### src/rtl/mic_capture_ctrl.sv
// Capture sequencer for the I2S microphone front end: DC calibration, voice-triggered
// frame capture into a two-bank buffer, and a ready/ack handoff to the consumer.
module mic_capture_ctrl #(
    parameter int CAL_LOG2 = 8,
    parameter int FRAME_AW = 9,
    parameter int TRIG_CNT = 3,
    parameter int HOLD     = 4000
) (
    input  logic                clk,
    input  logic                resetn,
    input  logic                i_en,
    input  logic                i_start,
    input  logic [15:0]         i_th,
    input  logic                i_smp_we,
    input  logic [15:0]         i_ld,
    input  logic                i_active,
    input  logic                i_frame_ack,
    output logic [15:0]         o_dc_value,
    output logic [15:0]         o_level_th,
    output logic                o_wr_en,
    output logic [FRAME_AW:0]   o_wr_addr,
    output logic [15:0]         o_wr_data,
    output logic                o_frame_rdy,
    output logic                o_frame_bank,
    output logic                o_busy,
    output logic                o_overrun
);

    localparam int         ACC_W  = 16 + CAL_LOG2;
    localparam logic [3:0] TRIG_C = TRIG_CNT[3:0];
    localparam logic [15:0] HOLD_C = HOLD[15:0];

    typedef enum logic [1:0] {IDLE, CAL, ARMED, CAPTURE} state_t;

    state_t                state;
    logic                  s1;
    logic [15:0]           ld_q;
    logic [ACC_W-1:0]      acc;
    logic [CAL_LOG2-1:0]   cal_cnt;
    logic [3:0]            run_cnt;
    logic [15:0]           hold_cnt;
    logic [FRAME_AW-1:0]   idx;
    logic                  cur_bank;
    logic                  rd_ptr;
    logic [1:0]            full;

    logic [ACC_W-1:0]      acc_sum;
    logic [16:0]           diff;
    logic [15:0]           sat_data;
    logic [3:0]            run_inc;
    logic [15:0]           hold_upd;
    logic                  frame_end;
    logic                  ack_ok;
    logic [1:0]            ack_mask;
    logic [1:0]            set_mask;
    logic [1:0]            full_next;

    always_comb begin
        acc_sum   = acc + {{CAL_LOG2{ld_q[15]}}, ld_q};
        diff      = {ld_q[15], ld_q} - {o_dc_value[15], o_dc_value};
        sat_data  = diff[15:0];
        if (diff[16] != diff[15])
            sat_data = diff[16] ? 16'h8000 : 16'h7FFF;
        run_inc   = (run_cnt == TRIG_C) ? run_cnt : run_cnt + 4'd1;
        hold_upd  = i_active ? HOLD_C : ((hold_cnt == 16'd0) ? 16'd0 : hold_cnt - 16'd1);
        frame_end = (idx == {FRAME_AW{1'b1}});
        // An ack only counts once the consumer has actually been shown a ready bank.
        ack_ok    = i_frame_ack & o_frame_rdy;
        ack_mask  = ack_ok ? (rd_ptr ? 2'b10 : 2'b01) : 2'b00;
        set_mask  = (state == CAPTURE && s1 && frame_end) ? (cur_bank ? 2'b10 : 2'b01) : 2'b00;
        full_next = (full | set_mask) & ~ack_mask;
    end

    always_ff @(posedge clk or negedge resetn) begin
        if (!resetn) begin
            state        <= IDLE;
            s1           <= 1'b0;
            ld_q         <= '0;
            acc          <= '0;
            cal_cnt      <= '0;
            run_cnt      <= '0;
            hold_cnt     <= '0;
            idx          <= '0;
            cur_bank     <= 1'b0;
            rd_ptr       <= 1'b0;
            full         <= '0;
            o_dc_value   <= '0;
            o_level_th   <= '0;
            o_wr_en      <= 1'b0;
            o_wr_addr    <= '0;
            o_wr_data    <= '0;
            o_frame_rdy  <= 1'b0;
            o_busy       <= 1'b0;
            o_overrun    <= 1'b0;
        end else begin
            s1      <= i_smp_we;
            o_wr_en <= 1'b0;
            o_busy  <= (state != IDLE);
            if (i_smp_we)
                ld_q <= i_ld;

            if (!i_en) begin
                state       <= IDLE;
                full        <= '0;
                rd_ptr      <= 1'b0;
                cur_bank    <= 1'b0;
                o_frame_rdy <= 1'b0;
            end else begin
                full        <= full_next;
                // Ready uses the pre-update flags so it rises a clock after the last write lands.
                o_frame_rdy <= |(full & ~ack_mask);
                if (ack_ok)
                    rd_ptr <= ~rd_ptr;

                case (state)
                    IDLE: begin
                        if (i_start) begin
                            state      <= CAL;
                            o_level_th <= i_th;
                            o_overrun  <= 1'b0;
                            acc        <= '0;
                            cal_cnt    <= '0;
                            run_cnt    <= '0;
                            hold_cnt   <= '0;
                            idx        <= '0;
                        end
                    end
                    CAL: begin
                        if (s1) begin
                            acc     <= acc_sum;
                            cal_cnt <= cal_cnt + CAL_LOG2'(1);
                            if (cal_cnt == {CAL_LOG2{1'b1}}) begin
                                o_dc_value <= acc_sum[CAL_LOG2 +: 16];
                                state      <= ARMED;
                            end
                        end
                    end
                    ARMED: begin
                        if (s1) begin
                            if (!i_active) begin
                                run_cnt <= '0;
                            end else begin
                                run_cnt <= run_inc;
                                if (run_inc == TRIG_C && !full[cur_bank]) begin
                                    o_wr_en   <= 1'b1;
                                    o_wr_addr <= {cur_bank, {FRAME_AW{1'b0}}};
                                    o_wr_data <= sat_data;
                                    idx       <= FRAME_AW'(1);
                                    hold_cnt  <= HOLD_C;
                                    state     <= CAPTURE;
                                end
                            end
                        end
                    end
                    CAPTURE: begin
                        if (s1) begin
                            o_wr_en   <= 1'b1;
                            o_wr_addr <= {cur_bank, idx};
                            o_wr_data <= sat_data;
                            idx       <= idx + FRAME_AW'(1);
                            hold_cnt  <= hold_upd;
                            if (frame_end) begin
                                cur_bank <= ~cur_bank;
                                if (hold_upd == 16'd0) begin
                                    state   <= ARMED;
                                    run_cnt <= '0;
                                end else if (full[~cur_bank]) begin
                                    o_overrun <= 1'b1;
                                    state     <= ARMED;
                                end
                            end
                        end
                    end
                    default: state <= IDLE;
                endcase
            end
        end
    end

    assign o_frame_bank = rd_ptr;

endmodule
### config.mk
export PLATFORM = sky130hd
export DESIGN_NAME = mic_capture_ctrl
export DESIGN_NICKNAME = d
export VERILOG_FILES = /design/src/rtl/mic_capture_ctrl.sv
export SDC_FILE = /design/constraint.sdc
export NUM_CORES = 1
export LEC_CHECK = 0
export BUFFER_PORTS_ARGS = -buffer_cell sky130_fd_sc_hd__buf_2
export CAP_MARGIN = 40
export CORE_MARGIN = 2
export CORE_UTILIZATION = 59
export CTS_CLUSTER_DIAMETER = 150
export CTS_CLUSTER_SIZE = 8
export DETAILED_ROUTE_END_ITERATION = 7
export PLACE_DENSITY = 0.88
export SLEW_MARGIN = 10
export SYNTH_ARGS = -nofsm -noshare
export SYNTH_HDL_FRONTEND = slang
export SYNTH_SLANG_ARGS = --single-unit
export TNS_END_PERCENT = 20
### constraint.sdc
create_clock -name clk -period 3.5 [get_ports clk]
set_input_delay 0.35 -clock clk [delete_from_list [all_inputs] [get_ports clk]]
set_output_delay 0.35 -clock clk [all_outputs]
set_load 0.05 [all_outputs]
==> metrics.md, run 1 <==
| Metric | Value |
|---|---|
| Sw frac | `0.3715` |
| Worst R2R End | `o_dc_value[14]$_DFFE_PN0P_` |
| Post-synth top flop | `dfrtp_1` |
| VDD IR max | `445.2 uV` |
| Die width | `122.9 um` |
| Largest delay share family, worst path | `compound AO/OA/AOI/OAI gates` |
| Warnings from Yosys | `0` |
| Setup tns final | `0 ps` |
| DR vias/cell | `6.052` |
| RSZ-0062 raised after global routing | `false` |
| Metal1 wirelength | `8.776 mm` |
| Vias in the first global route | `6836` |
| CTS root buf | `clkbuf_16` |
| Slew Limit Fails | `0` |
| Initial Util | `0.6028` |
| Met2 wire length | `9.124 mm` |
| Global placer's final weighted congestion | `0.9186` |
| Gr ovfl total | `0` |
| CP Capture Point | `o_dc_value[14]$_DFFE_PN0P_` |
| # clock sinks | `146` |
| FF+latch count, synth | `146` |
| Core footprint | `0.01383 mm^2` |
| Critical path peak fanout | `4` |
| Core Util, Final | `0.6973` |
| Setup bufs post-CTS | `0` |
| Antenna viol nets, final | `0` |
| WL per Instance | `16.83 um` |
| Instance count on the critical path | `10` |
| R2R cell count | `10` |
| # Max-Cap Violations | `0` |
| Worst r2r src | `ld_q[0]$_DFFE_PN0P_` |
| Worst hold path type | `in2reg` |
| Gr usage total | `0.2806` |
| Minimum clock period | `3174 ps` |
| Most common cell after layout, fill and taps aside | `dfrtp_1` |
| TritonCTS clock tree | `built` |
| Clk pin slew, worst setup/hold paths | `60 ps` |
| Int Pwr | `3.693 mW` |
| Tcrit/Tclk final | `0.9069` |
| Worst-case clock buffer depth | `2` |
| Die area | `0.01509 mm^2` |
| Sequential fraction of the synthesis area | `0.4383` |
| DR DRC count | `0` |
| FFs w/ async S/R, synth | `1.000` |
| I/O pin total | `102` |
| R2R Setup Slk | `330 ps` |
| Initial DRT Pass Iterations | `5` |
| Worst Setup End Kind | `flop` |
| Mapped Cells | `885` |
| CP Class | `reg2reg` |
| Initial antenna violation count | `0` |
| Post-Syn Nets | `970` |
| Most frequent cells in the layout | `dfrtp_1, nand2_1, buf_2` |
| First-pass GRT wire length | `32.99 mm` |
| Met3 WL post-DR | `1.487 mm` |
| Layout cells sized above 1 | `0.2024` |
| Final WS setup | `325.9 ps` |
| Worst Path Required | `3820 ps` |
| Crit-path cells | `ha_1 > fa_1 > a211oi_1 > o21ai_0 > a311oi_1 > nor2_1 > o41ai_1 > o21ai_0 > xor2_1 > mux2_2` |
| PwrDens | `609.5 mW/mm^2` |
| Final HPWL DP | `14.12 mm` |
| Status | `complete, no violations` |
| Crit path top cell by count | `o21ai_0` |
| H-Tree Depth | `4` |
| CP arrival | `3490 ps` |
| TritonCTS Buffers | `17` |
| Achievable Freq | `315.1 MHz` |
| Clk_lat worst skew | `440 ps` |
| CP max stage delay | `440 ps` |
| Clock network fraction of design power | `0.291` |
| Largest net degree at the start of global routing | `75` |
| Total Routed Length | `19.91 mm` |
| Port bufs | `101` |
| Combinational share of power | `0.357` |
| Final setup fails | `0` |
| Clk_skew | `7.996 ps` |
| Worst setup startpoint | `ld_q[0]$_DFFE_PN0P_` |
| Inserted Diodes | `0` |
| Max-slew headroom | `0.4772` |
| Crit start category | `flop` |
| Die span in y | `122.9 um` |
| Number of flops mapped to enable cells by yosys | `0` |
| Netlist cell types | `65` |
| Critical-path top delay cell | `fa_1` |
| Netlist Area Pre-Place | `0.008335 mm^2` |
| Final Cell Area | `0.009642 mm^2` |
| Avg Inst Size Synth | `9.419 um^2` |
| Pre-CTS setup slack | `358.1 ps` |
| Reg power frac | `0.352` |
| Iteration-0 DRC Markers | `637` |
| Layout net count | `1075` |
| Worst hold margin | `142.3 ps` |
| CP Buf/Inv Count | `0` |
| Leakage | `4.584 nW` |
| Worst slew pin tran | `782.5 ps` |
| # rows | `43` |
| # fillers | `1036` |
| Max layer used | `met4` |
| Hold Fails Final Rpt | `0` |
| P_sw | `2.183 mW` |
| Area growth from synthesis to layout | `15.67%` |
| Vias | `7160` |
| Placed instance area | `0.009084 mm^2` |
repair_timing:
| action | 4_1_cts | 5_1_grt |
|---|---|---|
| hold endpoints to repair | 73 | 0 |
| resized for setup | 0 | 0 |
| hold buffers | 1 | 0 |
metal layers:
layer	global-route usage	vias to the layer above
met5	0	-
met4	0.1243	0
met3	0.06552	41
met2	0.4265	273
met1	0.3841	3455
li1	-	3391
how the worst min path moves through the flow:
stage	from	to	slack, ps	cells after the start
6_report	i_th[3]	o_level_th[3]$_DFFE_PN0P_	140	2
5_1_grt	i_ld[14]	ld_q[14]$_DFFE_PN0P_	130	2
4_1_cts	i_th[3]	o_level_th[3]$_DFFE_PN0P_	130	2
3_5_place_dp	resetn	o_wr_data[12]$_DFFE_PN0P_	410	1
3_3_place_gp	resetn	o_wr_data[13]$_DFFE_PN0P_	410	1
2_1_floorplan	resetn	acc[0]$_DFFE_PN0P_	50	0
through the flow:
step                      instances  total power, mW
final                          1183            5.876
after global routing           1183            6.221
after CTS                      1183            5.875
after detailed placement       1150            4.148
after global placement         1150            4.092
after floorplan                 885            3.656
cells by family (layout without fill, tap and decap cells):
group / after synthesis / after routing / synth area share
adder cells (fa/ha/maj): 46 / 46 / 0.07085
multiplexers: 50 / 50 / 0.06680
buffers and inverters: 69 / 187 / 0.03212
flip-flops: 146 / 146 / 0.4383
AO/OA/AOI/OAI: 238 / 238 / 0.1861
AND/OR/NAND/NOR: 298 / 298 / 0.1659
XOR/XNOR: 38 / 38 / 0.03993
sequential cells by signal, indices dropped and copies added, names as in the netlist, 4 cells and up:
| name | flops |
|---|---|
| acc | 24 |
| o_level_th | 16 |
| hold_cnt | 16 |
| cal_cnt | 8 |
| run_cnt | 4 |
| idx | 9 |
| o_wr_data | 16 |
| o_dc_value | 16 |
| ld_q | 16 |
| o_wr_addr | 10 |
cell type report:
type / count / area, um^2 / area share
well taps: 180 / 225.2 / 0.02336
clock buffers: 20 / 436.7 / 0.04529
repair buffers: 120 / 669.4 / 0.06943
flip-flops and latches: 146 / 3654 / 0.3789
multi-input cells: 670 / 4414 / 0.4578
clock inverters: 12 / 111.4 / 0.01155
inverters: 35 / 131.4 / 0.01363
synth_stat cells, types with 10 or more instances:
cell      instances  area, um^2
clkbuf_1         29       108.9
mux2_2           41       461.7
inv_1            35       131.4
nor2_1           83       311.6
nor3_1           17       85.08
ha_1             44       550.5
nand4_1          11       68.82
a211oi_1         10       75.07
xor2_1           13       113.9
nand3_1          15       75.07
o21ai_0          75       375.4
xnor2_1          25       219.0
a22o_1           15       131.4
nand2_1         112       420.4
nand2b_1         11       68.82
dfrtp_1         146        3654
a21oi_1          45       225.2
power groups by stage:
stage	combinational, mW	sequential, mW	clock, mW
after CTS	2.08	2.07	1.73
after floorplan	1.31	2.34	0
after global placement	2.01	2.09	0
after global routing	2.31	2.10	1.81
final	2.10	2.07	1.71
after detailed placement	2.06	2.09	0
No activity file was read; power rests on OpenSTA's default activity.
==> run 2, diff against run 1 <==
Settings changed: PLACE_DENSITY 0.88 to 0.84.
==> metrics.md, run 2 (same netlist as run 1, synthesis figures left out) <==
| Metric | Value |
|---|---|
| Global placer's final weighted congestion | `0.9443 (+2.8%)` |
| Core Util, Final | `0.7053 (+0.007964)` |
| RSZ-0062 raised after global routing | `false` |
| Iteration-0 DRC Markers | `485 (-24%)` |
| Final setup fails | `0 (unchanged)` |
| Worst slew pin tran | `636.1 ps (-146.4 ps)` |
| Most frequent cells in the layout | `dfrtp_1, nand2_1, buf_2` |
| Clk_lat worst skew | `430 ps (about the same)` |
| PwrDens | `630.4 mW/mm^2 (+3.4%)` |
| R2R cell count | `10 (unchanged)` |
| Hold Fails Final Rpt | `0 (unchanged)` |
| Crit start category | `flop` |
| Inserted Diodes | `0 (unchanged)` |
| CTS root buf | `clkbuf_16` |
| Initial DRT Pass Iterations | `4 (-1)` |
| Most flop-heavy register | `acc` |
| Clk_skew | `10.65 ps (+2.655 ps)` |
| Gr ovfl total | `0 (unchanged)` |
| Vias in the first global route | `6580 (-3.7%)` |
| Port bufs | `101 (unchanged)` |
| Status | `complete, no violations` |
| CP max stage delay | `510 ps (+70 ps)` |
| Core footprint | `0.01383 mm^2 (unchanged)` |
| Worst-case clock buffer depth | `2 (unchanged)` |
| Minimum clock period | `3256 ps (+82.26 ps)` |
| Tcrit/Tclk final | `0.9304 (+0.02350)` |
| Antenna viol nets, final | `0 (unchanged)` |
| Worst hold margin | `135.0 ps (-7.333 ps)` |
| Initial Util | `0.6028 (unchanged)` |
| Slew Limit Fails | `0 (unchanged)` |
| VDD IR max | `367.7 uV (-17%)` |
| WL per Instance | `16.39 um (-2.6%)` |
| Final Cell Area | `0.009752 mm^2 (+1.1%)` |
| Layout cells sized above 1 | `0.2046 (+0.002198)` |
| Critical-path top delay cell | `o41ai_1` |
| Max-slew headroom | `0.5744 (+0.09712)` |
| Worst Path Required | `3810 ps (about the same)` |
| Setup tns final | `0 ps (unchanged)` |
| Achievable Freq | `307.1 MHz (-2.5%)` |
| Die span in y | `122.9 um (unchanged)` |
| H-Tree Depth | `4 (unchanged)` |
| DR vias/cell | `6.002 (-0.84%)` |
| Die width | `122.9 um (unchanged)` |
| Area growth from synthesis to layout | `16.99%` |
| Critical path peak fanout | `4 (unchanged)` |
| Number of flip-flops in the largest register | `24 (unchanged)` |
| TritonCTS clock tree | `built` |
| CP arrival | `3570 ps (+80 ps)` |
| Layout net count | `1074 (-0.093%)` |
| Total Routed Length | `19.37 mm (-2.7%)` |
| DR DRC count | `0 (unchanged)` |
| Worst hold path type | `in2reg` |
| Largest delay share family, worst path | `compound AO/OA/AOI/OAI gates` |
| Hold Path Depth | `3 (+1)` |
| Die area | `0.01509 mm^2 (unchanged)` |
| # clock sinks | `146 (unchanged)` |
| Leakage | `4.648 nW (+1.4%)` |
| Vias | `7094 (-0.92%)` |
| Largest net degree at the start of global routing | `70 (-6.7%)` |
| Most common cell after layout, fill and taps aside | `dfrtp_1` |
| Instance count on the critical path | `10 (unchanged)` |
| Crit-path cells | `ha_1 > fa_1 > a211oi_1 > o21ai_0 > a311oi_1 > nor2_1 > o41ai_1 > o21ai_0 > xor2_1 > mux2_2` |
| Gr usage total | `0.2697 (-0.01097)` |
| # Max-Cap Violations | `0 (unchanged)` |
| Worst Setup End Kind | `flop` |
| CP Buf/Inv Count | `0 (unchanged)` |
| # rows | `43 (unchanged)` |
| TritonCTS Buffers | `17 (unchanged)` |
| Clk pin slew, worst setup/hold paths | `60 ps (about the same)` |
| I/O pin total | `102 (unchanged)` |
| # fillers | `1017 (-1.8%)` |
| Final HPWL DP | `13.81 mm (-2.1%)` |
| Initial antenna violation count | `0 (unchanged)` |
| CP Class | `reg2reg` |
| Placed instance area | `0.009096 mm^2 (+0.14%)` |
| First-pass GRT wire length | `32.02 mm (-2.9%)` |
| Crit path top cell by count | `o21ai_0` |
==> run 2: cell types whose count changed in the layout (fill, tap and decap cells not counted), sizes merged <==
cell      previous run  this run
buf                119       118
bufinv               1         4
clkinvlp             6         3
==> run 2: metal layers <==
metal | global-route usage | share of wire
met5 | 0 | 0
met4 | 0.09052 | 0.016
met3 | 0.03950 | 0.052
met2 | 0.4282 | 0.48
met1 | 0.3805 | 0.46
==> run 2: final timing paths <==
check | from | to | slack, ps
setup / recovery | ld_q[0]$_DFFE_PN0P_ | o_dc_value[14]$_DFFE_PN0P_ | 240
hold / removal | i_ld[1] | ld_q[1]$_DFFE_PN0P_ | 130
setup reg to reg | ld_q[0]$_DFFE_PN0P_ | o_dc_value[14]$_DFFE_PN0P_ | 240
hold reg to reg | o_wr_addr[8]$_DFFE_PN0P_ | o_wr_addr[8]$_DFFE_PN0P_ | 470
max in group asynchronous | resetn | cal_cnt[7]$_DFFE_PN0P_ | 2200
min in group asynchronous | resetn | ld_q[14]$_DFFE_PN0P_ | 380
==> run 2: where the power goes <==
| part | switching (mW) | total, mW | internal (mW) | leakage, nW |
|---|---|---|---|---|
| Clock | 0.729 | 1.98 | 1.25 | 0.309 |
| Sequential | 0.177 | 2.10 | 1.92 | 1.95 |
| Combinational | 1.28 | 2.07 | 0.790 | 2.39 |
| Total | 2.19 | 6.15 | 3.96 | 4.65 |
==> run 2: layout make-up <==
cell class                 instances  area (um^2)  share of cell area
multi-input combinational        670         4414              0.4527
clock inverter                    12        178.9             0.01835
timing repair buffer             119        681.9             0.06993
sequential                       146         3654              0.3746
tap                              180        225.2             0.02309
clock buffer                      20        466.7             0.04786
inverter                          35        131.4             0.01347
==> run 2: worst register-to-register path, stage by stage (launching register included) <==
cell,delay [ps]
dfrtp_1,380
ha_1,250
fa_1,450
a211oi_1,310
o21ai_0,180
a311oi_1,240
nor2_1,150
o41ai_1,510
o21ai_0,210
xor2_1,180
mux2_2,270
==> run 2: metrics by stage <==
stage	std cells	setup slack, ps	total power, mW
after floorplan	885	411.2	3.656
after global placement	1147	441.2	4.090
after detailed placement	1149	329.8	4.146
after CTS	1182	279.9	6.140
after global routing	1182	71.01	6.459
final	1182	243.7	6.148
==> run 2: timing repair <==
action / 4_1_cts / 5_1_grt
gates resized for setup: 0 / 0
endpoints found under the setup margin: 0 / 0
hold buffers: 1 / 0
setup buffers: 0 / 0
hold endpoints to repair: 32 / 0
==> run 3, diff against run 2 <==
Settings changed: ABC_AREA from default to 1, CORE_UTILIZATION 59 to 60, CTS_BUF_LIST from default to sky130_fd_sc_hd__clkbuf_2, PLACE_DENSITY 0.84 to 0.85.
==> metrics.md, run 3 <==
| Metric | Value |
|---|---|
| Netlist cell types | `54 (-17%)` |
| Setup tns final | `0 ps (unchanged)` |
| # clock sinks | `146 (unchanged)` |
| Gr ovfl total | `0 (unchanged)` |
| Iteration-0 DRC Markers | `813 (+68%)` |
| Area of the multi-input gates | `0.004447 mm^2 (+0.74%)` |
| Largest net degree at the start of global routing | `68 (-2.9%)` |
| FF+latch count, synth | `146 (unchanged)` |
| Critical-path top delay cell | `dfrtp_1` |
| Sequential fraction of the synthesis area | `0.4228 (-0.01555)` |
| Number of flip-flops in the largest register | `24 (unchanged)` |
| Most common cell after layout, fill and taps aside | `nand2_1` |
| Worst-case clock buffer depth | `2 (unchanged)` |
| Core footprint | `0.01399 mm^2 (+1.2%)` |
| Number of flops mapped to enable cells by yosys | `0 (unchanged)` |
| # fillers | `1116 (+9.7%)` |
| Most flop-heavy register | `acc` |
| Initial antenna violation count | `1 (+1)` |
| Final HPWL DP | `15.30 mm (+11%)` |
| Largest delay share family, worst path | `simple AND/OR/NAND/NOR gates` |
| Hold Fails Final Rpt | `0 (unchanged)` |
| Avg Inst Size Synth | `8.032 um^2 (-15%)` |
| Gr usage total | `0.2949 (+0.02525)` |
| Antenna viol nets, final | `0 (unchanged)` |
| Clk_lat worst skew | `770 ps (+340 ps)` |
| Status | `complete, no violations` |
| Die span in y | `124.0 um (+0.94%)` |
| DR vias/cell | `5.553 (-7.5%)` |
| Vias | `7835 (+10%)` |
| Post-synth top flop | `dfrtp_1` |
| CTS root buf | `clkbuf_2` |
| I/O pin total | `102 (unchanged)` |
| Worst Path Required | `4130 ps (+320 ps)` |
| Minimum clock period | `2741 ps (-515.3 ps)` |
| Post-Syn Nets | `1161 (+20%)` |
| Worst r2r src | `state[0]$_DFFE_PN0P_` |
| Die area | `0.01538 mm^2 (+1.9%)` |
| Worst hold path type | `in2async` |
| R2R cell count | `10 (unchanged)` |
| Warnings from Yosys | `0 (unchanged)` |
| Final setup fails | `0 (unchanged)` |
| Mapped Cells | `1076 (+22%)` |
| Worst R2R End | `o_wr_data[11]$_DFFE_PN0P_` |
| CP Buf/Inv Count | `2 (+2)` |
| Final WS setup | `759.0 ps (+515.3 ps)` |
| Leakage | `5.154 nW (+11%)` |
| Crit-path cells | `nand2_1 > inv_1 > nand2_1 > nand2_1 > nor3_1 > nand2_1 > inv_2 > o21ai_1 > o21ai_0 > o21ai_0` |
| Critical path peak fanout | `26 (+22)` |
| Crit start category | `flop` |
| CP arrival | `3380 ps (-190 ps)` |
| Die width | `124.0 um (+0.94%)` |
| # rows | `43 (unchanged)` |
| VDD IR max | `372.1 uV (+1.2%)` |
| CP max stage delay | `560 ps (+50 ps)` |
| Crit path top cell by count | `nand2_1` |
| DR DRC count | `0 (unchanged)` |
| Layout cells sized above 1 | `0.1724 (-0.03223)` |
| Achievable Freq | `364.8 MHz (+19%)` |
| Netlist Area Pre-Place | `0.008642 mm^2 (+3.7%)` |
| R2R Setup Slk | `760 ps (+520 ps)` |
| Largest cells by area after synthesis | `dfrtp_1, nand2_1, ha_1` |
| Pre-CTS setup slack | `853.6 ps (+523.8 ps)` |
| First-pass GRT wire length | `35.40 mm (+11%)` |
| # Max-Cap Violations | `0 (unchanged)` |
| Worst slew pin tran | `849.8 ps (+213.6 ps)` |
| Port bufs | `101 (unchanged)` |
| FFs w/ async S/R, synth | `1.000 (unchanged)` |
| Vias in the first global route | `7455 (+13%)` |
| Slew Limit Fails | `0 (unchanged)` |
| RSZ-0062 raised after global routing | `false` |
| Worst Setup End Kind | `flop` |
| Tcrit/Tclk final | `0.7831 (-0.1472)` |
| Clk pin slew, worst setup/hold paths | `190 ps (+130 ps)` |
| Total Routed Length | `21.55 mm (+11%)` |
| Initial Util | `0.6178 (+0.01496)` |
| H-Tree Depth | `4 (unchanged)` |
| CP Class | `reg2reg` |
| Post-synth top cells | `nand2_1, dfrtp_1, inv_1, nor2_1, o21ai_0` |
| Initial DRT Pass Iterations | `5 (+1)` |
| TritonCTS clock tree | `built` |
| TritonCTS Buffers | `17 (unchanged)` |
| Leading area contributor after synthesis | `dfrtp_1` |
| PwrDens | `695.9 mW/mm^2 (+10%)` |
| Clk_skew | `41.49 ps (+30.84 ps)` |
| Max-slew headroom | `0.4317 (-0.1427)` |
| WL per Instance | `15.27 um (-6.8%)` |
| Resized cells post-CTS | `0 (unchanged)` |
| Area growth from synthesis to layout | `14.10%` |
| Cell with the most instances after synthesis | `nand2_1` |
| Global placer's final weighted congestion | `0.9375 (-0.72%)` |
| Share of the synthesized area in the top cell type | `0.4228 (-0.01555)` |
| Most frequent cells in the layout | `nand2_1, dfrtp_1, buf_2` |
| Layout net count | `1303 (+21%)` |
| FF/Latch Area | `0.003654 mm^2 (unchanged)` |
## run 3: worst max path at each step
stage | startpoint | to | slack, ps | depth (start not counted)
6_report | state[0]$_DFFE_PN0P_ | o_wr_data[11]$_DFFE_PN0P_ | 760 | 10
5_1_grt | state[0]$_DFFE_PN0P_ | o_wr_data[11]$_DFFE_PN0P_ | 440 | 10
4_1_cts | state[0]$_DFFE_PN0P_ | o_wr_data[12]$_DFFE_PN0P_ | 810 | 10
3_5_place_dp | state[0]$_DFFE_PN0P_ | o_wr_data[12]$_DFFE_PN0P_ | 850 | 10
3_3_place_gp | o_dc_value[0]$_DFFE_PN0P_ | o_wr_data[4]$_DFFE_PN0P_ | 1010 | 13
2_1_floorplan | o_dc_value[0]$_DFFE_PN0P_ | o_wr_data[14]$_DFFE_PN0P_ | 940 | 15
## run 3: worst register-to-register path, stage by stage, from the launching register on
cell and delay (ps):
dfrtp_1 560, nand2_1 390, inv_1 280, nand2_1 190, nand2_1 80, nor3_1 140
nand2_1 210, inv_2 370, o21ai_1 210, o21ai_0 110, o21ai_0 100
## run 3: stage by stage
step                      power, mW  utilization  cells  hold WS [ps]  cell area, um^2
after floorplan               5.204            -   1076         54.41             8642
after global placement        5.848       0.6639   1341         389.8             9286
after detailed placement      5.922       0.6639   1341         389.9             9286
after CTS                     6.804       0.7047   1410         109.7             9858
after global routing          7.382       0.7049   1411         139.0             9861
final                         6.863       0.7049   1411         137.6             9861
## run 3: cells by family after synthesis
group / after synthesis / synth area share
XOR/XNOR: 30 / 0.03040
flip-flops: 146 / 0.4228
buffers and inverters: 128 / 0.06298
multiplexers: 14 / 0.01824
adder cells (fa/ha/maj): 46 / 0.06834
AO/OA/AOI/OAI: 195 / 0.1333
AND/OR/NAND/NOR: 517 / 0.2639
## run 3: cell type report
cell class	count	area share
multi-input combinational	802	0.4510
sequential	146	0.3705
timing repair buffer	146	0.09580
inverter	105	0.04022
tap	180	0.02284
clock buffer	20	0.01015
clock inverter	11	0.009263
antenna	1	0.0002538
## run 3: routing by layer
layer | vias to the layer above | part of all wire | GRT usage
li1 | 3848 | - | -
met1 | 3670 | 0.44 | 0.3838
met2 | 264 | 0.48 | 0.4749
met3 | 53 | 0.059 | 0.06777
met4 | 0 | 0.027 | 0.1257
met5 | - | 0 | 0
## run 3: repair_timing
item | CTS | global route
hold endpoints to repair | 110 | 0
buffers inserted | 0 | 0
hold buffers | 38 | 0
setup endpoints to repair | 0 | 0
## run 3: where the power goes
part / internal, mW / switching [mW] / leakage, nW / total [mW]
Sequential: 2.04 / 0.276 / 1.86 / 2.32
Clock: 0.252 / 0.606 / 0.117 / 0.857
Combinational: 1.13 / 2.56 / 3.18 / 3.69
